--- src/rtl/image_ingest_pkg.sv ---
// ---------------------------------------------------------------------------
// image_ingest_pkg
// Shared definitions for the UART-side frame loader:
//   state_t        parser states (header collection, pixel collection)
//   HDR_LEN        number of dimension header bytes (big-endian W then H)
//   LUMA_W_*       integer luma weights, applied before a right shift
//   LUMA_SHIFT     shift that normalises the weighted sum back to 8 bits
//   ERR_*          encodings driven on err_code
// ---------------------------------------------------------------------------
package image_ingest_pkg;

    typedef enum logic {
        ST_HDR   = 1'b0,
        ST_PIXEL = 1'b1
    } state_t;

    localparam int HDR_LEN = 4;

    localparam logic [15:0] LUMA_W_R   = 16'd77;
    localparam logic [15:0] LUMA_W_G   = 16'd150;
    localparam logic [15:0] LUMA_W_B   = 16'd29;
    localparam int          LUMA_SHIFT = 8;

    localparam logic [1:0] ERR_NONE    = 2'd0;
    localparam logic [1:0] ERR_DIM     = 2'd1;
    localparam logic [1:0] ERR_TIMEOUT = 2'd2;

endpackage

--- src/rtl/rgb_to_luma.sv ---
// ---------------------------------------------------------------------------
// rgb_to_luma
// Combinational RGB to 8-bit luma conversion:
//   luma = (77*R + 150*G + 29*B) >> 8, truncating, no rounding.
// The weights sum to 256, so the 16-bit sum never overflows (max 65280).
// Ports:
//   r, g, b  in   8  colour components
//   luma     out  8  weighted luma
// ---------------------------------------------------------------------------
module rgb_to_luma
    import image_ingest_pkg::*;
(
    input  logic [7:0] r,
    input  logic [7:0] g,
    input  logic [7:0] b,
    output logic [7:0] luma
);

    logic [15:0] sum;

    assign sum  = (LUMA_W_R * {8'd0, r}) + (LUMA_W_G * {8'd0, g}) + (LUMA_W_B * {8'd0, b});
    assign luma = sum[LUMA_SHIFT +: 8];

endmodule

--- src/rtl/image_ingest.sv ---
// ---------------------------------------------------------------------------
// image_ingest
// Frame loader sitting between a UART receiver and a frame buffer. Parses a
// 4-byte big-endian header (width_hi, width_lo, height_hi, height_lo),
// validates it, then turns every CHANNELS-byte pixel into one 8-bit luma
// write at a linear address. Re-arms automatically after each frame and
// aborts a frame whose byte stream stalls for TIMEOUT_CYC cycles.
// Ports:
//   clk, reset   clock and synchronous active-high reset
//   rx_data      byte from receiver, qualified by the one-cycle rx_valid
//   width/height accepted dimensions, dim_valid while they hold a good header
//   wr_en/wr_addr/wr_data  one-cycle frame buffer write
//   frame_done   pulse coincident with the final write of a frame
//   busy         high from the first header byte until back in header state
//   err_code     0 none, 1 bad dimensions, 2 timeout (sticky)
// ---------------------------------------------------------------------------
module image_ingest
    import image_ingest_pkg::*;
#(
    parameter int MAX_WIDTH   = 640,
    parameter int MAX_HEIGHT  = 480,
    parameter int CHANNELS    = 3,
    parameter int ADDR_W      = 19,
    parameter int TIMEOUT_CYC = 1000000
) (
    input  logic              clk,
    input  logic              reset,
    input  logic [7:0]        rx_data,
    input  logic              rx_valid,
    output logic [15:0]       width,
    output logic [15:0]       height,
    output logic              dim_valid,
    output logic              wr_en,
    output logic [ADDR_W-1:0] wr_addr,
    output logic [7:0]        wr_data,
    output logic              frame_done,
    output logic              busy,
    output logic [1:0]        err_code
);

    localparam int          TO_W     = $clog2(TIMEOUT_CYC + 1);
    localparam logic [15:0] MAX_W16  = 16'(MAX_WIDTH);
    localparam logic [15:0] MAX_H16  = 16'(MAX_HEIGHT);
    localparam logic [1:0]  HDR_LAST = 2'(HDR_LEN - 1);
    localparam logic [1:0]  CH_LAST  = 2'(CHANNELS - 1);

    state_t            state;
    state_t            state_next;
    logic [1:0]        hdr_idx;
    logic [7:0]        width_hi;
    logic [7:0]        width_lo;
    logic [7:0]        height_hi;
    logic [1:0]        ch_idx;
    logic [7:0]        ch_r;
    logic [7:0]        ch_g;
    logic [15:0]       col;
    logic [15:0]       row;
    logic [ADDR_W-1:0] addr_cnt;
    logic [TO_W-1:0]   to_cnt;
    logic [7:0]        luma;

    logic [15:0]       hdr_width;
    logic [15:0]       hdr_height;
    logic              dims_ok;
    logic              hdr_byte;
    logic              hdr_accept;
    logic              hdr_reject;
    logic              pix_byte;
    logic              pix_final;
    logic              col_last;
    logic              row_last;
    logic              frame_last;
    logic              timeout_hit;

    // The final header byte is checked straight off the bus, so the
    // assembled height takes its low byte from rx_data.
    assign hdr_width  = {width_hi, width_lo};
    assign hdr_height = {height_hi, rx_data};
    assign dims_ok    = (hdr_width != 16'd0) && (hdr_height != 16'd0) &&
                        (hdr_width <= MAX_W16) && (hdr_height <= MAX_H16);

    assign hdr_byte   = (state == ST_HDR) && rx_valid;
    assign hdr_accept = hdr_byte && (hdr_idx == HDR_LAST) && dims_ok;
    assign hdr_reject = hdr_byte && (hdr_idx == HDR_LAST) && !dims_ok;

    assign pix_byte   = (state == ST_PIXEL) && rx_valid;
    assign pix_final  = pix_byte && (ch_idx == CH_LAST);
    assign col_last   = (col == width - 16'd1);
    assign row_last   = (row == height - 16'd1);
    assign frame_last = pix_final && col_last && row_last;

    // An arriving byte always beats the timeout in the same cycle.
    assign timeout_hit = busy && !rx_valid && (to_cnt == TO_W'(TIMEOUT_CYC - 1));

    generate
        if (CHANNELS == 3) begin : g_rgb
            rgb_to_luma u_luma (
                .r    (ch_r),
                .g    (ch_g),
                .b    (rx_data),
                .luma (luma)
            );
        end else begin : g_gray
            assign luma = rx_data;
        end
    endgenerate

    // State register.
    always_ff @(posedge clk) begin
        if (reset) begin
            state <= ST_HDR;
        end else begin
            state <= state_next;
        end
    end

    // Next-state decision: a good header enters pixel mode; the last pixel
    // or a stalled stream returns to header collection.
    always_comb begin
        state_next = state;
        case (state)
            ST_HDR: begin
                if (hdr_accept) begin
                    state_next = ST_PIXEL;
                end
            end
            ST_PIXEL: begin
                if (frame_last || timeout_hit) begin
                    state_next = ST_HDR;
                end
            end
            default: state_next = ST_HDR;
        endcase
    end

    // Datapath: header assembly, channel holding, pixel counters, write
    // port, timeout counter and status outputs.
    always_ff @(posedge clk) begin
        if (reset) begin
            hdr_idx    <= 2'd0;
            width_hi   <= 8'd0;
            width_lo   <= 8'd0;
            height_hi  <= 8'd0;
            ch_idx     <= 2'd0;
            ch_r       <= 8'd0;
            ch_g       <= 8'd0;
            col        <= 16'd0;
            row        <= 16'd0;
            addr_cnt   <= '0;
            to_cnt     <= '0;
            width      <= 16'd0;
            height     <= 16'd0;
            dim_valid  <= 1'b0;
            wr_en      <= 1'b0;
            wr_addr    <= '0;
            wr_data    <= 8'd0;
            frame_done <= 1'b0;
            busy       <= 1'b0;
            err_code   <= ERR_NONE;
        end else begin
            wr_en      <= 1'b0;
            frame_done <= 1'b0;

            if (rx_valid) begin
                to_cnt <= '0;
            end else if (busy) begin
                to_cnt <= to_cnt + TO_W'(1);
            end

            if (timeout_hit) begin
                err_code <= ERR_TIMEOUT;
                busy     <= 1'b0;
                hdr_idx  <= 2'd0;
                ch_idx   <= 2'd0;
                to_cnt   <= '0;
            end else if (hdr_byte) begin
                case (hdr_idx)
                    2'd0: begin
                        width_hi  <= rx_data;
                        dim_valid <= 1'b0;
                        busy      <= 1'b1;
                    end
                    2'd1:    width_lo  <= rx_data;
                    2'd2:    height_hi <= rx_data;
                    default: ;
                endcase
                hdr_idx <= (hdr_idx == HDR_LAST) ? 2'd0 : hdr_idx + 2'd1;
                if (hdr_reject) begin
                    err_code <= ERR_DIM;
                    busy     <= 1'b0;
                end
                if (hdr_accept) begin
                    width     <= hdr_width;
                    height    <= hdr_height;
                    dim_valid <= 1'b1;
                    err_code  <= ERR_NONE;
                    col       <= 16'd0;
                    row       <= 16'd0;
                    ch_idx    <= 2'd0;
                    addr_cnt  <= '0;
                end
            end else if (pix_byte) begin
                if (!pix_final) begin
                    if (ch_idx == 2'd0) begin
                        ch_r <= rx_data;
                    end else begin
                        ch_g <= rx_data;
                    end
                    ch_idx <= ch_idx + 2'd1;
                end else begin
                    ch_idx   <= 2'd0;
                    wr_en    <= 1'b1;
                    wr_addr  <= addr_cnt;
                    wr_data  <= luma;
                    addr_cnt <= addr_cnt + ADDR_W'(1);
                    if (col_last) begin
                        col <= 16'd0;
                        row <= row + 16'd1;
                    end else begin
                        col <= col + 16'd1;
                    end
                    if (frame_last) begin
                        frame_done <= 1'b1;
                        busy       <= 1'b0;
                    end
                end
            end
        end
    end

endmodule

--- config.mk ---
export PLATFORM = sky130hd
export DESIGN_NAME = image_ingest
export DESIGN_NICKNAME = d
export VERILOG_FILES = /design/src/rtl/image_ingest_pkg.sv /design/src/rtl/rgb_to_luma.sv /design/src/rtl/image_ingest.sv
export SDC_FILE = /design/constraint.sdc
export NUM_CORES = 1
export LEC_CHECK = 0
export ABC_AREA = 0
export BUFFER_PORTS_ARGS = -buffer_cell sky130_fd_sc_hd__buf_4
export CAP_MARGIN = 5
export CORE_ASPECT_RATIO = 0.5
export CORE_MARGIN = 1
export CORE_UTILIZATION = 29
export CTS_CLUSTER_SIZE = 16
export DETAILED_ROUTE_END_ITERATION = 7
export HOLD_SLACK_MARGIN = 0.15
export PLACE_DENSITY_LB_ADDON = 0.1
export SLEW_MARGIN = 20
export SYNTH_ARGS = -nofsm -noshare
export SYNTH_HDL_FRONTEND = slang
export SYNTH_SLANG_ARGS = --single-unit
--- constraint.sdc ---
create_clock -name clk -period 8.9 [get_ports clk]
set_clock_uncertainty 0.1 [all_clocks]
set_input_delay 0.445 -clock clk [delete_from_list [all_inputs] [get_ports clk]]
set_output_delay 0.445 -clock clk [all_outputs]
set_load 0.005 [all_outputs]
# After elaboration in Yosys (flattened, before gate mapping)
# Index checks and enable logic that the tools add are counted.
# W data, S select, Z words.
classes:
  n_eq_ne: 9
  n_addsub: 10
  n_reduce_logical: 46
  mux: 35
  order_cmp: 2
  multipliers: 3
  bitwise_logic: 6
ops:
  columns: ["op", "count"]
  rows:
  - ["$mux W16", 9]
  - ["$mux W19", 4]
  - ["$add A16 B1 Y16 const B", 2]
  - ["$eq A16 B16 Y1", 2]
  - ["$reduce_bool A16 Y1", 2]
  - ["$sub A16 B1 Y16 const B", 2]
  - ["$mul A7 B8 Y15 const A", 2]
  - ["$add A20 B1 Y20 const B", 1]
  - ["$eq A20 B20 Y1 const B", 1]
  - ["$add A19 B1 Y19 const B", 1]
  - ["$mux W2", 9]
  - ["$add A15 B16 Y16", 1]
  - ["$add A16 B13 Y16", 1]
  - ["$le A16 B10 Y1 const B", 1]
  - ["$le A16 B9 Y1 const B", 1]
  - ["$reduce_and A3 Y1", 5]
  - ["$reduce_and A5 Y1", 3]
  - ["$reduce_bool A2 Y1", 7]
  - ["$logic_and A1 B1 Y1", 13]
  - ["$mul A5 B8 Y13 const A", 1]
  - ["$mux W1", 12]
  - ["$reduce_and A4 Y1", 3]
  - ["$eq A2 B2 Y1 const B", 3]
  - ["$not A1 Y1", 6]
  - ["14 further kinds", 19]
totals:
  wordCells: 133
  inputBits: 11
  register_bits: 181

# Logic depth before layout (Yosys ltp)
depth:
  depth_word: 10
  depth_mapped: 25

# Modules after synthesis
# Synthesis repeated with hierarchy kept, for this count alone.
unflattened:
  cells_unflattened: 1367
  area_unflattened_um2: 11617.4
by_module_without_submodules:
  columns: ["mod", "area_per_inst_um2", "n_inst", "cells_each"]
  rows:
  - ["image_ingest", 8526.9, 1, 1050]
  - ["rgb_to_luma", 3090.5, 1, 317]

# Worst setup path before layout
# OpenSTA, ideal clock, no wires.
synth_path:
  path_kind: "flip-flop to flip-flop"
  startpoint: "register ch_g[4]"
  endpoint: "register wr_data[6]"
  path_buffers: 0
  setup_ns: 0.120
  path_stages_with_launch: 23
  t_arrival_ns: 5.970
  setup_slack_ns: 2.710
  cell_sequence: "dfxtp_1 ha_1 ha_1 inv_1 fa_1 fa_1 inv_1 ha_1 xnor2_1 fa_1 fa_1 inv_1 fa_1 fa_1 inv_1 ha_1 or3_1 o21ai_0 nor3_1 or3_1 a21oi_1 or4_1 nand3_1"
synth_via:
  elab_chain_cells: 3
synth_lines:
  columns: ["element", "line_no", "rtl"]
  rows:
  - ["start, declared", "image_ingest.sv:55", "logic [7:0] ch_g;"]
  - ["start signal, assigned", "image_ingest.sv:207", "ch_g <= rx_data;"]
  - ["$mul A7 B8 Y15", "rgb_to_luma.sv:21", "assign sum = (LUMA_W_R * {8'd0, r}) + (LUMA_W_G * {8'd0, g}) + (LUMA_W_B * {8'd0, b});"]
  - ["$add A15 B16 Y16", "rgb_to_luma.sv:21", null]
  - ["$add A16 B13 Y16", "rgb_to_luma.sv:21", null]
  - ["end signal, assigned", "image_ingest.sv:214", "wr_data <= luma;"]
  - ["end, declared", "image_ingest.sv:35", "output logic [7:0] wr_data,"]
# No other way between the ends.
# A chain may end at the register's enable or synchronous reset.

# Worst setup path after layout
# Ends and elaborated chain as after synthesis.

==> metrics <==
Area Overhead vs Synth 14.9%; leakage about 5.7 nW; initial core utilization 29.4%; via count 9254; clk buf depth 2; root buf cell clkbuf_16; Mapped Area around 11000 sq um; arrival time of the worst setup path roughly 6700 ps; Final Hold Fails 0; global-route wire length before repair roughly 50000 um; Tmin final 6490 ps; largest net degree at the start of global routing between 80 and 90; fin nets around 1600; DP HPWL ~23000 um; most common cell in the netlist dfxtp_1; Mapped Cells roughly 1300; initial antenna violation count 0; design area between 10000 and 15000 sq um; Max Cap Viol 0; Sw Pwr 0.539 mW; Final setup viols 0; crit path max fanout 5; Warnings, synthesis 0; num ports 76; Critical Path RT approximately 9100 ps; met1 Resource Use GR 21.0%; sequential power share around 44%; Clock power frac a little over two fifths; gp weighted congestion around 0.82; FFs w/ async S/R, synth 0%; full die area 40300 sq um; Die Width about 280 um; Total GRT Usage between 15 and 20%; layout cells sized above 1 approximately 10%; Worst-Margin Slew approximately 900 ps; area leader, netlist dfxtp_1; placed cell area approximately 13000 sq um; Sw Ratio between 20% and 30%; CTS Sinks between 150 and 200; combinational share of power around an eighth; sequential area share after synthesis 31.7%; Post-synth top cells dfxtp_1 (181), nand2_1 (169), nor2_1 (125); met3 usage about 3.3%; FMAX between 0.15 and 0.2 GHz; Clock Latency Late Sink around 450 ps; final wirelength 30600 um; Worst Hold Class primary input to flop; 1st-iter DRT viols ~480; TritonCTS clock tree done; RSZ-0062 raised after global routing no; Die Y about 140 um; Post-synth EDFFs 0; Hold Crit Depth 2; Core Region a little under 40000 sq um; grt peak-use layer met2; RR Startpoint ch_g[4]; Max-slew headroom between 40% and 50%; met2 global-route usage 25.6%; antenna-violating nets left 0; hold_sp rx_valid; Num CTS Buffers 17; synthesized flop and latch total around 180; final worst-path cycle share around 73%; main flop type after synthesis dfxtp_1; status complete, no violations; CP startpoint kind flop; vias in the first global route 9119; worst vdd ir 136 uV; Final TNS setup 0 ps; Placement Rows slightly above 50; GRT overflow 0; # Post-CTS Setup Buffers 0; share of the synthesized area in the top cell type a little under a third; CTS Hold Bufs 0; Slew Limit Fails 0; worst hold margin 189 ps; total internal power 1.32 mW; top post-synthesis cells by area dfxtp_1 (32%), ha_1 (11%), fa_1 (9.6%); ANT cells 0; crit end category flop; mean area per synthesized cell about 8.5 sq um; IO buf count 75; H-tree Lvls 4; WS Path Type flop to flop; CTS resizes 0; R2R Path End wr_data[6]; routed length per instance ~16 um; PwrDens about 140 nW/um^2; r2r setup slk between 2000 and 2500 ps; CTS clk-pin slew, worst paths roughly 80 ps; Hold EP ch_idx[1]; DR pass1 iterations 5; worst r2r path cells 22; syn_nets between 1500 and 2000; routed vias/inst between 4 and 5; DRC Markers 0; Yosys cell types 71
## cell type report
type                       count  area (sq um)
fill                        4067         25800
multi-input combinational   1003          7230
sequential                   181          3620
tap                          530           663
timing repair buffer          83           623
clock buffer                  17           425
inverter                     107           402
clock inverter                15           181
## how the worst max path moves through the flow
stage               slack, ps    start    endpoint
global route             2090  ch_g[5]  wr_data[6]
floorplan                2710  ch_g[4]  wr_data[6]
finish                   2410  ch_g[4]  wr_data[6]
detailed placement       2400  ch_g[5]  wr_data[6]
CTS                      2380  ch_g[4]  wr_data[6]
global placement         2450  ch_g[4]  wr_data[6]
## cell families (layout without fill, tap and decap cells)
| logic type | after synthesis | in the layout | share of synthesized area, % |
|---|---|---|---|
| xor gates and xnor gates | 108 | 108 | 8.26 |
| AOI/OAI and AO/OA | 179 | 179 | 9.37 |
| buffers and inverters | 159 | 222 | 5.27 |
| DFF | 181 | 181 | 31.7 |
| and+or+nand+nor | 543 | 543 | 23.4 |
| adders and majority gates | 154 | 154 | 20.4 |
| muxes | 19 | 19 | 1.66 |
## registers in the layout (all words and copies together), names as in the netlist, 8 cells and up
register and flops:
width_hi 8, width 16, height 16, height_hi 8
wr_addr 19, to_cnt 20, wr_data 8, ch_g 8
ch_r 8, addr_cnt 19, col 16, width_lo 8
row 16
## placed cells by master (no fill, tap or decap), types with 3 or more instances in the layout
| master | count |
|---|---|
| a211o_1 | 5 |
| a31oi_1 | 6 |
| and3_1 | 16 |
| inv_1 | 107 |
| clkbuf_16 | 17 |
| xnor2_1 | 58 |
| inv_8 | 3 |
| nand3_1 | 62 |
| fa_1 | 55 |
| or2_2 | 5 |
| a21oi_1 | 107 |
| nor2b_1 | 9 |
| nand2b_1 | 10 |
| inv_6 | 4 |
| o211ai_1 | 8 |
| clkinv_8 | 3 |
| a21o_1 | 4 |
| nand4_1 | 34 |
| mux2i_1 | 19 |
| a21boi_0 | 3 |
| o31ai_1 | 3 |
| and4_1 | 5 |
| nor2_1 | 125 |
| ha_1 | 99 |
| nand3b_1 | 5 |
| xor2_1 | 50 |
| a32oi_1 | 5 |
| or3_1 | 17 |
| nor4b_1 | 3 |
| or4_1 | 6 |
| dfxtp_1 | 181 |
| o211a_1 | 4 |
| clkinv_4 | 3 |
| nor4_1 | 15 |
| and2_1 | 16 |
| o21ai_0 | 14 |
| nor3_1 | 22 |
| nand2_1 | 169 |
| buf_4 | 83 |
## power by group through the flow
stage / logic (mW) / clock network [mW] / registers [mW]
final: 0.246 / 0.789 / 0.821
after global routing: 0.290 / 0.857 / 0.823
after CTS: 0.254 / 0.819 / 0.822
after detailed placement: 0.253 / 0 / 0.841
after global placement: 0.247 / 0 / 0.840
after floorplan: 0.186 / 0 / 0.838
## through the flow
stage	setup slack, ps	cells	util, %	total power, mW
CTS	2380	1936	33.8	1.89
finish	2410	1936	33.8	1.86
floorplan	2710	1343	-	1.02
detailed placement	2400	1904	32.2	1.09
global route	2090	1936	33.8	1.97
global placement	2450	1904	32.2	1.09
## routing by layer
metal / vias up / part of all wire [%]
met5: - / 0
met4: 0 / 1.0
met3: 22 / 2.9
met2: 108 / 46
met1: 4479 / 50
li1: 4645 / -
## critical path: stages (launching register included)
cell and delay [ps]:
dfxtp_1 430, ha_1 260, ha_1 280, inv_1 50, fa_1 490, fa_1 510, inv_1 40, ha_1 330
xnor2_1 210, fa_1 460, fa_1 520, inv_1 50, fa_1 460, fa_1 540, inv_1 50, ha_1 320
or3_1 300, o21ai_0 110, nor3_1 100, or3_1 380, a21oi_1 190, or4_1 130, nand3_1 60
No activity file was read; power rests on OpenSTA's default activity.
